**src/rtl/conv_enc_pkg.sv**
```systemverilog
// Shared constants, state encoding and codeword helpers for the streaming convolutional encoder.
package conv_enc_pkg;
  localparam int MAX_CONSTRAINT_LENGTH = 9;
  localparam int MAX_CODE_RATE         = 3;
  localparam logic DECODE_MODE = 1'b1;
  localparam logic ENCODE_MODE = 1'b0;

  typedef enum logic [1:0] {
    IDLE   = 2'd0,
    ENCODE = 2'd1,
    TAIL   = 2'd2,
    DONE   = 2'd3
  } enc_state_t;

  typedef logic [MAX_CODE_RATE-1:0][MAX_CONSTRAINT_LENGTH-1:0] poly_set_t;

  // 00:K=3 01:K=5 10:K=7 11:K=9
  function automatic logic [3:0] k_from_sel(input logic [1:0] sel);
    return 4'd3 + {1'b0, sel, 1'b0};
  endfunction

  function automatic logic [MAX_CONSTRAINT_LENGTH-1:0] k_mask(input logic [1:0] sel);
    logic [MAX_CONSTRAINT_LENGTH-1:0] mask;
    case (sel)
      2'b00:   mask = 9'h007;
      2'b01:   mask = 9'h01f;
      2'b10:   mask = 9'h07f;
      default: mask = 9'h1ff;
    endcase
    return mask;
  endfunction

  function automatic logic [MAX_CODE_RATE-1:0] conv_encode(
    input poly_set_t                        polys,
    input logic [MAX_CONSTRAINT_LENGTH-1:0] win,
    input logic [MAX_CONSTRAINT_LENGTH-1:0] mask
  );
    logic [MAX_CODE_RATE-1:0] code;
    code = '0;
    for (int i = 0; i < MAX_CODE_RATE; i++) begin
      code[i] = ^(polys[i] & win & mask);
    end
    return code;
  endfunction
endpackage

```
**src/rtl/conv_encoder_stream_if.sv**
```systemverilog
// Bit-in / codeword-out streaming handshake of conv_encoder_stream.
interface conv_encoder_stream_if #(
  parameter int MAX_RATE = 3
);
  logic                i_bit;
  logic                i_bit_valid;
  logic                o_bit_ready;
  logic [MAX_RATE-1:0] o_enc_data;
  logic                o_enc_valid;
  logic                i_enc_ready;
  logic                o_enc_last;

  modport slave (
    input  i_bit, i_bit_valid, i_enc_ready,
    output o_bit_ready, o_enc_data, o_enc_valid, o_enc_last
  );

  modport master (
    output i_bit, i_bit_valid, i_enc_ready,
    input  o_bit_ready, o_enc_data, o_enc_valid, o_enc_last
  );
endinterface

```
**src/rtl/conv_encoder_stream_core.sv**
```systemverilog
// Encoder shift register and codeword generation; shifts on each accepted beat, clears on frame start.
module conv_enc_core
  import conv_enc_pkg::*;
(
  input  logic                     clk,
  input  logic                     rst,
  input  logic                     en_ce,
  input  logic                     i_clear,
  input  logic                     i_shift,
  input  logic                     i_bit,
  input  logic [1:0]               i_k_sel,
  input  logic                     i_rate,
  input  poly_set_t                i_polys,
  output logic [MAX_CODE_RATE-1:0] o_code
);
  logic [MAX_CONSTRAINT_LENGTH-2:0] r_sr;
  logic [MAX_CONSTRAINT_LENGTH-1:0] w_win;
  logic [MAX_CODE_RATE-1:0]         w_code;

  // r_sr[0] holds the bit delayed by one; bits beyond K-1 are masked off
  always_ff @(posedge clk or negedge rst) begin
    if (!rst) begin
      r_sr <= '0;
    end else if (en_ce) begin
      if (i_clear) begin
        r_sr <= '0;
      end else if (i_shift) begin
        r_sr <= {r_sr[MAX_CONSTRAINT_LENGTH-3:0], i_bit};
      end
    end
  end

  assign w_win  = {r_sr, i_bit};
  assign w_code = conv_encode(i_polys, w_win, k_mask(i_k_sel));

  always_comb begin
    o_code = w_code;
    if (!i_rate) o_code[MAX_CODE_RATE-1] = 1'b0;
  end
endmodule

```
**src/rtl/conv_encoder_stream.sv**
```systemverilog
// Frame-based streaming convolutional encoder, runtime K 3/5/7/9, rate 1/2 or 1/3, one codeword per bit.
// Macro CONV_ENC_TAIL_EN appends K-1 zero tail codewords so the trellis terminates in state 0.
module conv_encoder_stream
  import conv_enc_pkg::*;
#(
  parameter int MAX_K       = MAX_CONSTRAINT_LENGTH,
  parameter int MAX_RATE    = MAX_CODE_RATE,
  parameter int FRAME_LEN_W = 16
) (
  input  logic                   clk,
  input  logic                   rst,
  input  logic                   en_ce,
  input  logic                   i_start,
  input  logic                   i_code_rate,
  input  logic [1:0]             i_constr_len,
  input  logic [MAX_K-1:0]       i_gen_poly [MAX_RATE-1:0],
  input  logic [FRAME_LEN_W-1:0] i_frame_len,
  conv_encoder_stream_if.slave   strm,
  output logic                   o_encoder_done
);
`ifdef CONV_ENC_TAIL_EN
  localparam logic TAIL_EN = 1'b1;
`else
  localparam logic TAIL_EN = 1'b0;
`endif

  localparam logic [1:0] ST_IDLE   = IDLE;
  localparam logic [1:0] ST_ENCODE = ENCODE;
  localparam logic [1:0] ST_TAIL   = TAIL;
  localparam logic [1:0] ST_DONE   = DONE;

  logic [1:0]             r_state;
  logic                   r_rate;
  logic [1:0]             r_k_sel;
  poly_set_t              r_polys;
  logic [FRAME_LEN_W-1:0] r_frame_len;
  logic [FRAME_LEN_W-1:0] r_bit_cnt;
  logic [3:0]             r_tail_cnt;
  logic [MAX_RATE-1:0]    r_enc_data;
  logic                   r_enc_valid;
  logic                   r_enc_last;
  logic                   r_done;

  poly_set_t              w_poly_in;
  logic [MAX_RATE-1:0]    w_code;
  logic                   w_out_free, w_bit_ready, w_beat, w_tail_beat, w_shift, w_start;
  logic                   w_data_end, w_tail_end, w_enc_bit;
  logic [FRAME_LEN_W-1:0] w_bit_cnt_nxt;
  logic [3:0]             w_tail_cnt_nxt, w_tail_len;

  always_comb begin
    w_poly_in = '0;
    for (int i = 0; i < MAX_RATE; i++) w_poly_in[i] = i_gen_poly[i];
  end

  assign w_out_free     = !r_enc_valid || strm.i_enc_ready;
  assign w_bit_ready    = en_ce && (r_state == ST_ENCODE) && w_out_free;
  assign w_beat         = strm.i_bit_valid && w_bit_ready;
  assign w_tail_beat    = en_ce && (r_state == ST_TAIL) && w_out_free;
  assign w_shift        = w_beat || w_tail_beat;
  assign w_start        = en_ce && i_start && (r_state == ST_IDLE);
  assign w_bit_cnt_nxt  = r_bit_cnt + 1'b1;
  assign w_data_end     = (w_bit_cnt_nxt == r_frame_len);
  assign w_tail_len     = k_from_sel(r_k_sel) - 4'd1;
  assign w_tail_cnt_nxt = r_tail_cnt + 4'd1;
  assign w_tail_end     = (w_tail_cnt_nxt == w_tail_len);
  assign w_enc_bit      = (r_state == ST_ENCODE) && strm.i_bit;

  conv_enc_core u_core (
    .clk     (clk),
    .rst     (rst),
    .en_ce   (en_ce),
    .i_clear (w_start),
    .i_shift (w_shift),
    .i_bit   (w_enc_bit),
    .i_k_sel (r_k_sel),
    .i_rate  (r_rate),
    .i_polys (r_polys),
    .o_code  (w_code)
  );

  // IDLE wait start | ENCODE take bits | TAIL zero flush | DONE drain last word
  always_ff @(posedge clk or negedge rst) begin
    if (!rst) begin
      r_state     <= ST_IDLE;
      r_rate      <= 1'b0;
      r_k_sel     <= 2'b00;
      r_polys     <= '0;
      r_frame_len <= '0;
      r_bit_cnt   <= '0;
      r_tail_cnt  <= '0;
      r_done      <= 1'b0;
    end else begin
      r_done <= 1'b0;
      if (en_ce) begin
        case (r_state)
          ST_IDLE: if (i_start) begin
            r_rate      <= i_code_rate;
            r_k_sel     <= i_constr_len;
            r_polys     <= w_poly_in;
            r_frame_len <= i_frame_len;
            r_bit_cnt   <= '0;
            r_tail_cnt  <= '0;
            if (i_frame_len != '0) r_state <= ST_ENCODE;
            else                   r_state <= TAIL_EN ? ST_TAIL : ST_DONE;
          end
          ST_ENCODE: if (w_beat) begin
            r_bit_cnt <= w_bit_cnt_nxt;
            if (w_data_end) r_state <= TAIL_EN ? ST_TAIL : ST_DONE;
          end
          ST_TAIL: if (w_tail_beat) begin
            r_tail_cnt <= w_tail_cnt_nxt;
            if (w_tail_end) r_state <= ST_DONE;
          end
          default: if (w_out_free) begin
            r_state <= ST_IDLE;
            r_done  <= 1'b1;
          end
        endcase
      end
    end
  end

  // Acceptance retires the word even while en_ce is low, so nothing is duplicated
  always_ff @(posedge clk or negedge rst) begin
    if (!rst) begin
      r_enc_data  <= '0;
      r_enc_valid <= 1'b0;
      r_enc_last  <= 1'b0;
    end else if (w_shift) begin
      r_enc_data  <= w_code;
      r_enc_valid <= 1'b1;
      r_enc_last  <= (w_beat && w_data_end && !TAIL_EN) || (w_tail_beat && w_tail_end);
    end else if (strm.i_enc_ready) begin
      r_enc_valid <= 1'b0;
      r_enc_last  <= 1'b0;
    end
  end

  assign strm.o_bit_ready = w_bit_ready;
  assign strm.o_enc_data  = r_enc_data;
  assign strm.o_enc_valid = r_enc_valid;
  assign strm.o_enc_last  = r_enc_last;
  assign o_encoder_done   = r_done;
endmodule
```
**src/flat_wrapper.sv**
```systemverilog
// flat-port wrapper written by rule: the top's interface ports become plain ports
module conv_encoder_stream_flat import conv_enc_pkg::*;
#(
  parameter int MAX_K       = MAX_CONSTRAINT_LENGTH,
  parameter int MAX_RATE    = MAX_CODE_RATE,
  parameter int FRAME_LEN_W = 16
)
  (clk, rst, en_ce, i_start, i_code_rate, i_constr_len, i_gen_poly, i_frame_len, o_encoder_done, strm_i_bit, strm_i_bit_valid, strm_i_enc_ready, strm_o_bit_ready, strm_o_enc_data, strm_o_enc_valid, strm_o_enc_last);
  conv_encoder_stream_if #(.MAX_RATE(MAX_RATE)) strm_i ();
  input  logic clk;
  input  logic rst;
  input  logic en_ce;
  input  logic i_start;
  input  logic i_code_rate;
  input  logic [1:0] i_constr_len;
  input  logic [MAX_K-1:0] i_gen_poly[MAX_RATE-1:0];
  input  logic [FRAME_LEN_W-1:0] i_frame_len;
  output logic o_encoder_done;
  input wire logic [$bits(strm_i.i_bit)-1:0] strm_i_bit;
  input wire logic [$bits(strm_i.i_bit_valid)-1:0] strm_i_bit_valid;
  input wire logic [$bits(strm_i.i_enc_ready)-1:0] strm_i_enc_ready;
  output wire logic [$bits(strm_i.o_bit_ready)-1:0] strm_o_bit_ready;
  output wire logic [$bits(strm_i.o_enc_data)-1:0] strm_o_enc_data;
  output wire logic [$bits(strm_i.o_enc_valid)-1:0] strm_o_enc_valid;
  output wire logic [$bits(strm_i.o_enc_last)-1:0] strm_o_enc_last;
  assign strm_i.i_bit = strm_i_bit;
  assign strm_i.i_bit_valid = strm_i_bit_valid;
  assign strm_i.i_enc_ready = strm_i_enc_ready;
  assign strm_o_bit_ready = strm_i.o_bit_ready;
  assign strm_o_enc_data = strm_i.o_enc_data;
  assign strm_o_enc_valid = strm_i.o_enc_valid;
  assign strm_o_enc_last = strm_i.o_enc_last;
  conv_encoder_stream #(.MAX_K(MAX_K), .MAX_RATE(MAX_RATE), .FRAME_LEN_W(FRAME_LEN_W)) u_core (.clk(clk), .rst(rst), .en_ce(en_ce), .i_start(i_start), .i_code_rate(i_code_rate), .i_constr_len(i_constr_len), .i_gen_poly(i_gen_poly), .i_frame_len(i_frame_len), .strm(strm_i), .o_encoder_done(o_encoder_done));
endmodule
```
**config.mk**
```make
export PLATFORM = sky130hd
export DESIGN_NAME = conv_encoder_stream_flat
export DESIGN_NICKNAME = d
export VERILOG_FILES = /design/src/rtl/conv_enc_pkg.sv /design/src/rtl/conv_encoder_stream_if.sv /design/src/rtl/conv_encoder_stream_core.sv /design/src/rtl/conv_encoder_stream.sv /design/src/flat_wrapper.sv
export SDC_FILE = /design/constraint.sdc
export NUM_CORES = 1
export LEC_CHECK = 0
export BUFFER_PORTS_ARGS = -buffer_cell sky130_fd_sc_hd__buf_2
export CORE_ASPECT_RATIO = 0.6
export CORE_MARGIN = 1.5
export CORE_UTILIZATION = 35
export DETAILED_ROUTE_END_ITERATION = 16
export SYNTH_ARGS = -nofsm -noshare
export SYNTH_HDL_FRONTEND = slang
export SYNTH_SLANG_ARGS = --single-unit
```
**constraint.sdc**
```tcl
create_clock -name clk -period 2.55 [get_ports clk]
set_input_delay 0.255 -clock clk [delete_from_list [all_inputs] [get_ports clk]]
set_output_delay 0.255 -clock clk [all_outputs]
set_load 0.02 [all_outputs]
```
==> results of run 1 <==
-- sequential cells by signal (all words and copies together), names as in the netlist --
| signal | cells |
|---|---|
| u_core.r_k_sel | 2 |
| u_core.o_encoder_done | 1 |
| u_core.strm.o_enc_valid | 1 |
| u_core.r_polys | 27 |
| u_core.strm.o_enc_data | 3 |
| u_core.u_core.r_sr | 8 |
| u_core.strm.o_enc_last | 1 |
| u_core.r_rate | 1 |
| u_core.r_bit_cnt | 16 |
| u_core.r_state | 2 |
| u_core.r_frame_len | 16 |
| u_core.r_tail_cnt | 4 |
-- logic make-up after synthesis --
kind of cell,count (synthesis)
xor gates and xnor gates,49
adders and majority gates,9
muxes,12
buffers and inverters,34
and+or+nand+nor,279
AOI/OAI and AO/OA,66
DFF,82
-- layer usage --
| metal | vias up | GRT usage, % | share of wire [%] |
|---|---|---|---|
| li1 | 1943 | - | - |
| met1 | 1900 | 31.61 | 54 |
| met2 | 128 | 26.94 | 39 |
| met3 | 12 | 3.731 | 5.4 |
| met4 | 0 | 5.583 | 1.4 |
| met5 | - | 0 | 0 |
-- report_power, final --
group          total, W  internal [W]  leakage, nW  switching, W
clock network   0.00133      0.000765        0.142      0.000560
logic           0.00220      0.000967         1.52       0.00123
registers       0.00219       0.00178         1.06      0.000418
-- through the flow --
step           area [um^2]    TNS, ns  hold slack, ns  util, %
3_5_place_dp          5238  -0.007365          0.3079    40.75
2_1_floorplan         4609          0        -0.04059        -
4_1_cts               5565          0         0.08873    43.30
3_3_place_gp          5238          0          0.2998    40.75
6_report              5642          0         0.09788    43.90
5_1_grt               5642    -0.1043         0.09494    43.90
-- layout make-up --
cell class,count,share of cell area [%]
inverter,13,0.8649
sequential,82,36.39
clock inverter,7,1.353
tap,170,3.770
clock buffer,9,3.992
multi-input combinational,415,43.47
timing repair buffer,92,10.16
-- worst max-delay path: cells and delay by family (launching register included) --
family	cells	cell delay, ns
and+or+nand+nor	4	1.38
AOI/OAI and AO/OA	1	0.12
muxes	1	0.18
DFF	1	0.41
xor gates and xnor gates	1	0.16
buffers and inverters	1	0.21
-- placed cells by master (no fill, tap or decap), drive strengths merged, types with 4 or more instances in the layout --
cell type,count
inv,15
nor4,7
xnor2,34
mux2i,10
xor2,13
o31ai,8
and3,5
nor2b,6
nand2,182
nand3,13
or3,5
clkbuf,9
dfrtp,82
nor3,9
a21oi,8
and2,11
nor2,19
o21ai,28
nand2b,4
ha,9
buf,91
nand4,7
-- what timing repair did --
item / in CTS / in global routing
setup buffers: 1 / 5
hold endpoints to repair: 40 / 0
endpoints found under the setup margin: 2 / 3
gates resized for setup: 1 / 7
pin swaps: 1 / 9
hold buffers: 1 / 0
-- cell usage after synthesis, types with 3 or more instances --
cell type	n
nand2_1	182
dfrtp_1	82
xnor2_1	33
o21ai_0	28
nor2_1	19
clkbuf_1	14
inv_1	13
nand3_1	13
xor2_1	13
mux2i_1	10
ha_1	9
and2_1	8
nor3_1	8
o31ai_1	8
a21oi_1	7
nor2b_1	6
nor4_1	6
and3_1	5
nand4_1	5
buf_4	4
nand2b_1	4
a22oi_1	3
nor3b_1	3
-- worst paths after layout --
path,end,slack [ns],cells after the start
max,u_core.r_state[1],0.0007,8
min,u_core.r_polys[20],0.1,3
max reg2reg,u_core.r_state[1],0.0007,8
min reg2reg,u_core.r_polys[24],0.48,2
max in group asynchronous,u_core.r_polys[8],1.45,3
min in group asynchronous,u_core.r_state[1],0.45,2
==> results_dict.tcl, run 1 <==
set metrics [dict create \
    status "completed" \
    synth_xor_area_share_pct 10.08 \
    fmax_ghz 0.3923 \
    wl_per_cell_um 16.63 \
    critPathMaxStageDelay_ns 0.49 \
    yosys.area_share.simple_pct 27.78 \
    muxShareOfSynthArea_pct 2.662 \
    yosys_warnings 0 \
    min_from "i_gen_poly[20]" \
    rsz0062_at_grt "yes" \
    nets 675 \
    die_w_um 151.1 \
    end_kind "flip-flop" \
    hold_viol 0 \
    drc 0 \
    slew_viol_final 0 \
    hpwl_um 9807 \
    setup.worst_path.start_class "flip-flop" \
    fin_crit_sh_pct 99.97 \
    grt_first_pass_wirelength_um 20620 \
    ys.flop_type "dfrtp_1" \
    fin_ws_ns 0.0006950 \
    cts_root_buf "clkbuf_16" \
    cts.sink_count 82 \
    area_growth_pct 22.46 \
    avgViaCountPerCell 5.055 \
    syn_avg_cell_area_um2 8.676 \
    syn_inst 531 \
    design.core.area_mm2 0.01285 \
    min_period_ns 2.549 \
    path_class "reg -> reg" \
    yosysUniqueCellTypes 60 \
    drtIter0Drc 231 \
    hold_class "in -> reg" \
    cts_tree "yes" \
    relSlewSlack_pct 55.41 \
    power_w 0.005719 \
    cts.htree.levels 3 \
    num_rows 32 \
    synth_top_family_by_area "simple AND/OR/NAND/NOR gates" \
    io_pins 60 \
    cts.clk_slew.worst_paths_ns 0.07 \
    cts_buffers 9 \
    cp.arrival_ns 2.81 \
    synth_edf_count 0 \
    ir_worst_vdd_v 0.0003379 \
    grt_usage_pct 19.93 \
    crit_chain "nand4_1 > buf_4 > or3_4 > xnor2_2 > or4b_4 > nor4b_4 > a21oi_2 > mux2i_1" \
    synth_area_leaders "dfrtp_1 (45%), nand2_1 (15%), xnor2_1 (6.3%)" \
    tightest_slew_ns 0.6628 \
    synthesis.nets 593 \
    synth_fa_ha_area_share_pct 2.444 \
    worstPathRequired_ns 2.81 \
    syn-cell-area_mm2 0.004607 \
    synth_top_area_share_pct 44.54 \
    die-area_mm2 0.01388 \
    place_ws_ns -0.007365 \
    synth_compound_area_share_pct 9.180 \
    rr_startpoint "u_core.r_bit_cnt[1]" \
    final_cells 788 \
    seq_area_mm2 0.002053 \
    setup_viol 0 \
    grt_max_degree 51 \
    cap_violations 0 \
    num_vias 3983 \
    ys_ff_latch 82 \
    portBuffers 59 \
    startpoint "u_core.r_bit_cnt[1]" \
    post_route_cells_drive_above_1_share_pct 21.04 \
    place_congestion 0.9165 \
    antenna_found_initial 0 \
    yosysSeqAreaShare_pct 44.54 \
    clock_skew_ns 0.009341 \
    dr.pass1.iters 4 \
    routed_wl_um 13110 \
    dp_cells 765 \
    fillers 1268 \
    drtAntennaViolNets 0 \
    yosys.area.top_type "dfrtp_1" \
    power.density_mw_per_mm2 1014 \
    critPathMaxFanout 6 \
    multi_input_area_mm2 0.002452 \
    diodes 0 \
    async_flop_share_pct 100.0 \
    critPathSlowestCell "or4b_4" \
    clkLatencyLatePin_ns 0.34 \
    grt_pass1_vias 3733 \
    die_h_um 91.87 \
    p_leak_nw 2.728 \
    cts_buffer_depth 2 \
    gr-total-overflow 0 \
    start_util_pct 35.85 \
]
Power figures use the tool's default switching activity.
==> run 2: changes to the inputs <==
--- a/config.mk
+++ b/config.mk
@@ -5,7 +5,8 @@
 export SDC_FILE = /design/constraint.sdc
 export NUM_CORES = 1
 export LEC_CHECK = 0
-export BUFFER_PORTS_ARGS = -buffer_cell sky130_fd_sc_hd__buf_2
+export BUFFER_PORTS_ARGS = -buffer_cell sky130_fd_sc_hd__buf_4
+export CAP_MARGIN = 10
 export CORE_ASPECT_RATIO = 0.6
 export CORE_MARGIN = 1.5
 export CORE_UTILIZATION = 35
==> run 2 against run 1 <==
  * The flow now finishes with violations (hold timing)
  * Sequential cell count stayed put
  * Global-route usage down 0.71 points
  * Power grew 3.6%
  * First-iteration DRC count increased by 10%
  * Utilization up 1.6 points
  * Largest power group unchanged
  * Highest routed layer unchanged
==> results_dict.tcl, run 2 (synthesis gave the netlist of run 1 again) <==
set metrics [dict create \
    cts_tree "yes" \
    rsz0062_at_grt "yes" \
    critPathSlowestCell "or4_4" \
    diodes 0 \
    die_w_um 151.1 \
    rrSetupSlack_ns 0.04 \
    finalInstanceArea_mm2 0.005842 \
    seqPwrFrac_pct 37.0 \
    final_cell_mix "nand2_1 (182), buf_4 (91), dfrtp_1 (78)" \
    startpoint "u_core.r_bit_cnt[4]" \
    status "finished with violations" \
    clkLatencyLatePin_ns 0.34 \
    cts_buffer_depth 2 \
    cp.arrival_ns 2.73 \
    slew_viol_final 0 \
    fmax_ghz 0.3983 \
    cts_root_buf "clkbuf_16" \
    avgViaCountPerCell 4.967 \
    setup.worst_path.start_class "flip-flop" \
    ir_worst_vdd_v 0.0003483 \
    design.core.area_mm2 0.01285 \
    reg.largest.list "u_core.r_polys x27, u_core.r_bit_cnt x16, u_core.r_frame_len x16" \
    hold_class "in -> async" \
    antenna_found_initial 1 \
    fin_ws_ns 0.03907 \
    grt_usage_pct 19.22 \
    drtAntennaViolNets 0 \
    tightest_slew_ns 0.7469 \
    rr_endpoint "u_core.r_state[0]" \
    min_period_ns 2.511 \
    num_rows 32 \
    place_area_mm2 0.005353 \
    wl_per_cell_um 16.01 \
    post_route_cells_drive_above_1_share_pct 21.65 \
    hold_viol 33 \
    critPathMaxFanout 4 \
    grt_first_pass_wirelength_um 20160 \
    worstPathRequired_ns 2.77 \
    fin_crit_sh_pct 98.47 \
    die_h_um 91.87 \
    largest_reg_flops 27 \
    largest-register "u_core.r_polys" \
    p_comb_share_pct 37.6 \
    nets 676 \
    p_clk_share_pct 25.3 \
    cts.sink_count 82 \
    end_kind "flip-flop" \
    r2r_cells 7 \
    layout_commonest_cell "nand2_1" \
    hpwl_um 9393 \
    cts.clk_slew.worst_paths_ns 0.06 \
    holdWs_ns -0.03292 \
    clock_skew_ns 0.009551 \
    final_cells 789 \
    grt_max_degree 56 \
    drtIter0Drc 254 \
    intPower_w 0.003756 \
    cap_violations 0 \
    finalSetupTns_ns 0 \
    violations "hold timing" \
    routed_wl_um 12630 \
    rr_startpoint "u_core.r_bit_cnt[4]" \
    start_util_pct 35.85 \
    area_growth_pct 26.81 \
    drc 0 \
    crit_chain "nand4_4 > or4_4 > xnor2_4 > or4b_4 > nor4b_4 > a21oi_2 > mux2i_1" \
    crit_path_end "u_core.r_state[0]" \
    relSlewSlack_pct 50.21 \
    setup_viol 0 \
    switching_share_pct 36.63 \
    dr.pass1.iters 4 \
    place_congestion 0.9369 \
    p_sw_w 0.002171 \
    p_leak_nw 2.818 \
    hold_buffers 0 \
    die-area_mm2 0.01388 \
    cts.htree.levels 3 \
    cts_buffers 9 \
    place_ws_ns -0.02815 \
    critPathMaxStageDelay_ns 0.59 \
    path_class "reg -> reg" \
    num_vias 3919 \
    dp_cells 761 \
    portBuffers 59 \
    grt_pass1_vias 3672 \
    io_pins 60 \
    power.density_mw_per_mm2 1015 \
    gr-total-overflow 0 \
]
[run 2: changes by cell type in the layout (fill, tap and decap cells not counted)]
| cell | change |
|---|---|
| nor3_4 | +1 |
| buf_4 | +60 |
| clkinvlp_4 | -2 |
| clkbuf_1 | +1 |
| bufinv_16 | +2 |
| dfrtp_2 | +3 |
| dfrtp_1 | -3 |
| dlygate4sd3_1 | -1 |
| inv_6 | -1 |
| buf_2 | -58 |
| nor3_2 | -1 |
[run 2: final cells by class]
class                      instances  area [um^2]
fill                            1242         7010
multi-input combinational        415         2459
sequential                        82         2057
timing repair buffer              93        723.2
clock buffer                      10        229.0
tap                              170        212.7
clock inverter                     6        112.6
inverter                          13        48.80
[run 2: power groups by stage]
stage | clock (W) | combinational, W | sequential (W)
floorplan | 0 | 0.00151 | 0.00211
global placement | 0 | 0.00209 | 0.00219
detailed placement | 0 | 0.00212 | 0.00221
CTS | 0.00153 | 0.00215 | 0.00219
global route | 0.00158 | 0.00247 | 0.00226
finish | 0.00150 | 0.00223 | 0.00219
[run 2: worst min path at each step]
stage | start | endpoint | slack, ns | cells past startpoint
floorplan | rst | u_core.o_encoder_done | -0.04 | 0
detailed placement | rst | u_core.r_state[0] | 0.37 | 1
finish | rst | u_core.r_state[1] | -0.03 | 1
global route | rst | u_core.r_state[1] | 0.04 | 1
CTS | rst | u_core.r_state[0] | 0.001 | 1
global placement | rst | u_core.r_state[0] | 0.36 | 1
[run 2: routing by layer]
layer,vias to the layer above,GRT usage (%),share of wire [%]
met5,-,0,0
met4,0,5.178,1.2
met3,15,6.020,7.7
met2,114,25.08,39
met1,1853,29.77,52
li1,1937,-,-
[run 2: through the flow]
| step | power [W] | util, % |
|---|---|---|
| 3_5_place_dp | 0.004335 | 41.65 |
| 6_report | 0.005927 | 45.45 |
| 5_1_grt | 0.006306 | 45.45 |
| 3_3_place_gp | 0.004286 | 41.65 |
| 2_1_floorplan | 0.003619 | - |
| 4_1_cts | 0.005869 | 44.43 |
[run 2: timing repair]
action                     in CTS  in global routing
setup buffers                   1                 11
resized for setup               1                 11
cloned                          0                  0
setup endpoints to repair       2                  3
pin swaps                       1                 10
[run 2: worst max-delay path: cells and delay by family, from the launching register on]
family           cells  cell delay [ns]
AO/OA/AOI/OAI        1             0.12
AND/OR/NAND/NOR      4             1.57
multiplexers         1             0.14
flip-flops           1             0.40
XOR/XNOR             1             0.17
==> run 3: changes to the inputs <==
--- a/config.mk
+++ b/config.mk
@@ -11,6 +11,8 @@
 export CORE_MARGIN = 1.5
 export CORE_UTILIZATION = 35
 export DETAILED_ROUTE_END_ITERATION = 16
+export PLACE_DENSITY = 0.51
+export REMOVE_ABC_BUFFERS = 1
 export SYNTH_ARGS = -nofsm -noshare
 export SYNTH_HDL_FRONTEND = slang
 export SYNTH_SLANG_ARGS = --single-unit
==> constraint.sdc (replaced) <==
create_clock -name clk -period 3.2 [get_ports clk]
set_input_delay 0.32 -clock clk [delete_from_list [all_inputs] [get_ports clk]]
set_output_delay 0.32 -clock clk [all_outputs]
set_load 0.02 [all_outputs]
==> run 3 against run 2 <==
  * The run now ends clean
  * Sequential share of layout area increased by 1.6 points
  * Largest power group is now registers
  * Die area unchanged
  * Critical endpoint unchanged
  * Maximum frequency fell by 12%
  * Setup slack improved by 0.30 ns
  * Highest routed layer unchanged
  * Final cell count decreased by 3.3%
  * First-iteration DRC count rose by 10%
==> results_dict.tcl, run 3 (synthesis gave the netlist of run 1 again) <==
set metrics [dict create \
    status "completed" \
    grt_usage_pct 19.21 \
    clock_skew_ns 0.006422 \
    critPathMaxFanout 9 \
    start_util_pct 35.85 \
    cts_resized 0 \
    die-area_mm2 0.01388 \
    power.density_mw_per_mm2 823.2 \
    setup.worst_path.start_class "flip-flop" \
    avgViaCountPerCell 4.958 \
    p_leak_nw 2.646 \
    largest-register "u_core.r_polys" \
    path_class "reg -> reg" \
    min_period_ns 2.857 \
    die_w_um 151.1 \
    diodes 0 \
    nets 651 \
    hold_class "in -> reg" \
    drtAntennaViolNets 0 \
    area_growth_pct 20.91 \
    grt_max_degree 42 \
    cts_tree "yes" \
    tightest_slew_ns 0.8259 \
    layout_commonest_cell "nand2_1" \
    io_pins 60 \
    rsz0062_at_grt "no" \
    clkLatencyLatePin_ns 0.35 \
    place_area_mm2 0.005220 \
    slew_viol_final 0 \
    num_rows 32 \
    num_vias 3783 \
    hpwl_um 9115 \
    drc 0 \
    fin_crit_sh_pct 89.27 \
    relSlewSlack_pct 44.94 \
    finalSetupTns_ns 0 \
    largest_reg_flops 27 \
    wl_per_cell_um 16.30 \
    setup_viol 0 \
    utilization_pct 43.34 \
    grt_first_pass_wirelength_um 19980 \
    cts_buffer_depth 2 \
    end_kind "flip-flop" \
    cap_violations 0 \
    cts.clk_slew.worst_paths_ns 0.07 \
    grt_pass1_vias 3608 \
    routed_wl_um 12440 \
    cp.arrival_ns 3.08 \
    drtIter0Drc 280 \
    portBuffers 59 \
    cts.htree.levels 3 \
    dr.pass1.iters 5 \
    fmax_ghz 0.3501 \
    final_cell_mix "nand2_1 (182), dfrtp_1 (82), buf_4 (67)" \
    worstPathRequired_ns 3.42 \
    reg.largest.list "u_core.r_polys x27, u_core.r_bit_cnt x16, u_core.r_frame_len x16" \
    cts_post_setup_buffers_inserted 0 \
    finalInstanceArea_mm2 0.005570 \
    hold_viol 0 \
    cts_root_buf "clkbuf_16" \
    antenna_found_initial 0 \
    design.core.area_mm2 0.01285 \
    post_route_cells_drive_above_1_share_pct 16.86 \
    gr-total-overflow 0 \
    place_congestion 0.9410 \
    cts_buffers 9 \
    cts.sink_count 82 \
    die_h_um 91.87 \
    ir_worst_vdd_v 0.0002533 \
]
==> run 3: changes by cell type in the layout (fill, tap and decap cells not counted), moves of 2 or more <==
cell	before	now
buf_4	91	67
dfrtp_1	78	82
dfrtp_2	4	0
buf_12	2	0
==> run 3: area by class of cell <==
cell class | instances | area [um^2]
multi-input cells | 415 | 2404
inverters | 13 | 48.80
repair buffers | 68 | 513.0
clock buffers | 9 | 225.2
flip-flops and latches | 82 | 2052
fillers | 1276 | 7282
clock inverters | 6 | 115.1
well taps | 170 | 212.7
==> run 3: metrics by stage <==
stage | cells | hold WS (ns) | setup slack, ns | total power, W
after global placement | 747 | 0.3504 | 0.4464 | 0.003374
final | 763 | 0.1617 | 0.3435 | 0.004586
after detailed placement | 747 | 0.3554 | 0.3870 | 0.003383
after CTS | 763 | 0.1523 | 0.3439 | 0.004610
after floorplan | 510 | 0.02441 | 0.5934 | 0.002848
after global routing | 763 | 0.1599 | 0.2462 | 0.004917
==> run 3: worst max-delay path, stage by stage, from the launching register on <==
cell and delay (ns):
dfrtp_1 0.52, nand4_4 0.22, or4_2 0.74, xnor2_1 0.19, or4b_1 0.55, nor4b_2 0.27, a21oi_2 0.12, mux2i_1 0.13
==> run 3: per-layer routing <==
layer | wire [um] | part of all wire, % | global-route usage (%) | up-vias
li1 | - | - | - | 1888
met1 | 6925 | 56 | 31.74 | 1776
met2 | 4620 | 37 | 23.78 | 107
met3 | 764 | 6.1 | 4.577 | 12
met4 | 126 | 1.0 | 5.097 | 0
met5 | 0 | 0 | 0 | -
==> run 3: path summary, 6_finish.rpt <==
kind	depth (start not counted)	from	end	slack, ns
max	7	u_core.r_bit_cnt[5]	u_core.r_state[0]	0.34
min	3	i_gen_poly[3]	u_core.r_polys[3]	0.16
max reg2reg	7	u_core.r_bit_cnt[5]	u_core.r_state[0]	0.34
min reg2reg	2	u_core.r_polys[9]	u_core.r_polys[9]	0.47
max in group asynchronous	3	rst	u_core.r_bit_cnt[11]	1.97
min in group asynchronous	2	rst	u_core.r_bit_cnt[4]	0.50
==> run 3: repair_timing <==
action | 4_1_cts | 5_1_grt
hold buffers | 1 | 0
endpoints found under the hold margin | 34 | 0
setup endpoints to repair | 0 | 0
==> run 3: where the power goes <==
| part | total [W] | switching, W | internal [W] | leakage, nW |
|---|---|---|---|---|
| Sequential | 0.00175 | 0.000340 | 0.00141 | 1.06 |
| Combinational | 0.00163 | 0.000899 | 0.000726 | 1.42 |
| Clock | 0.00121 | 0.000443 | 0.000762 | 0.162 |
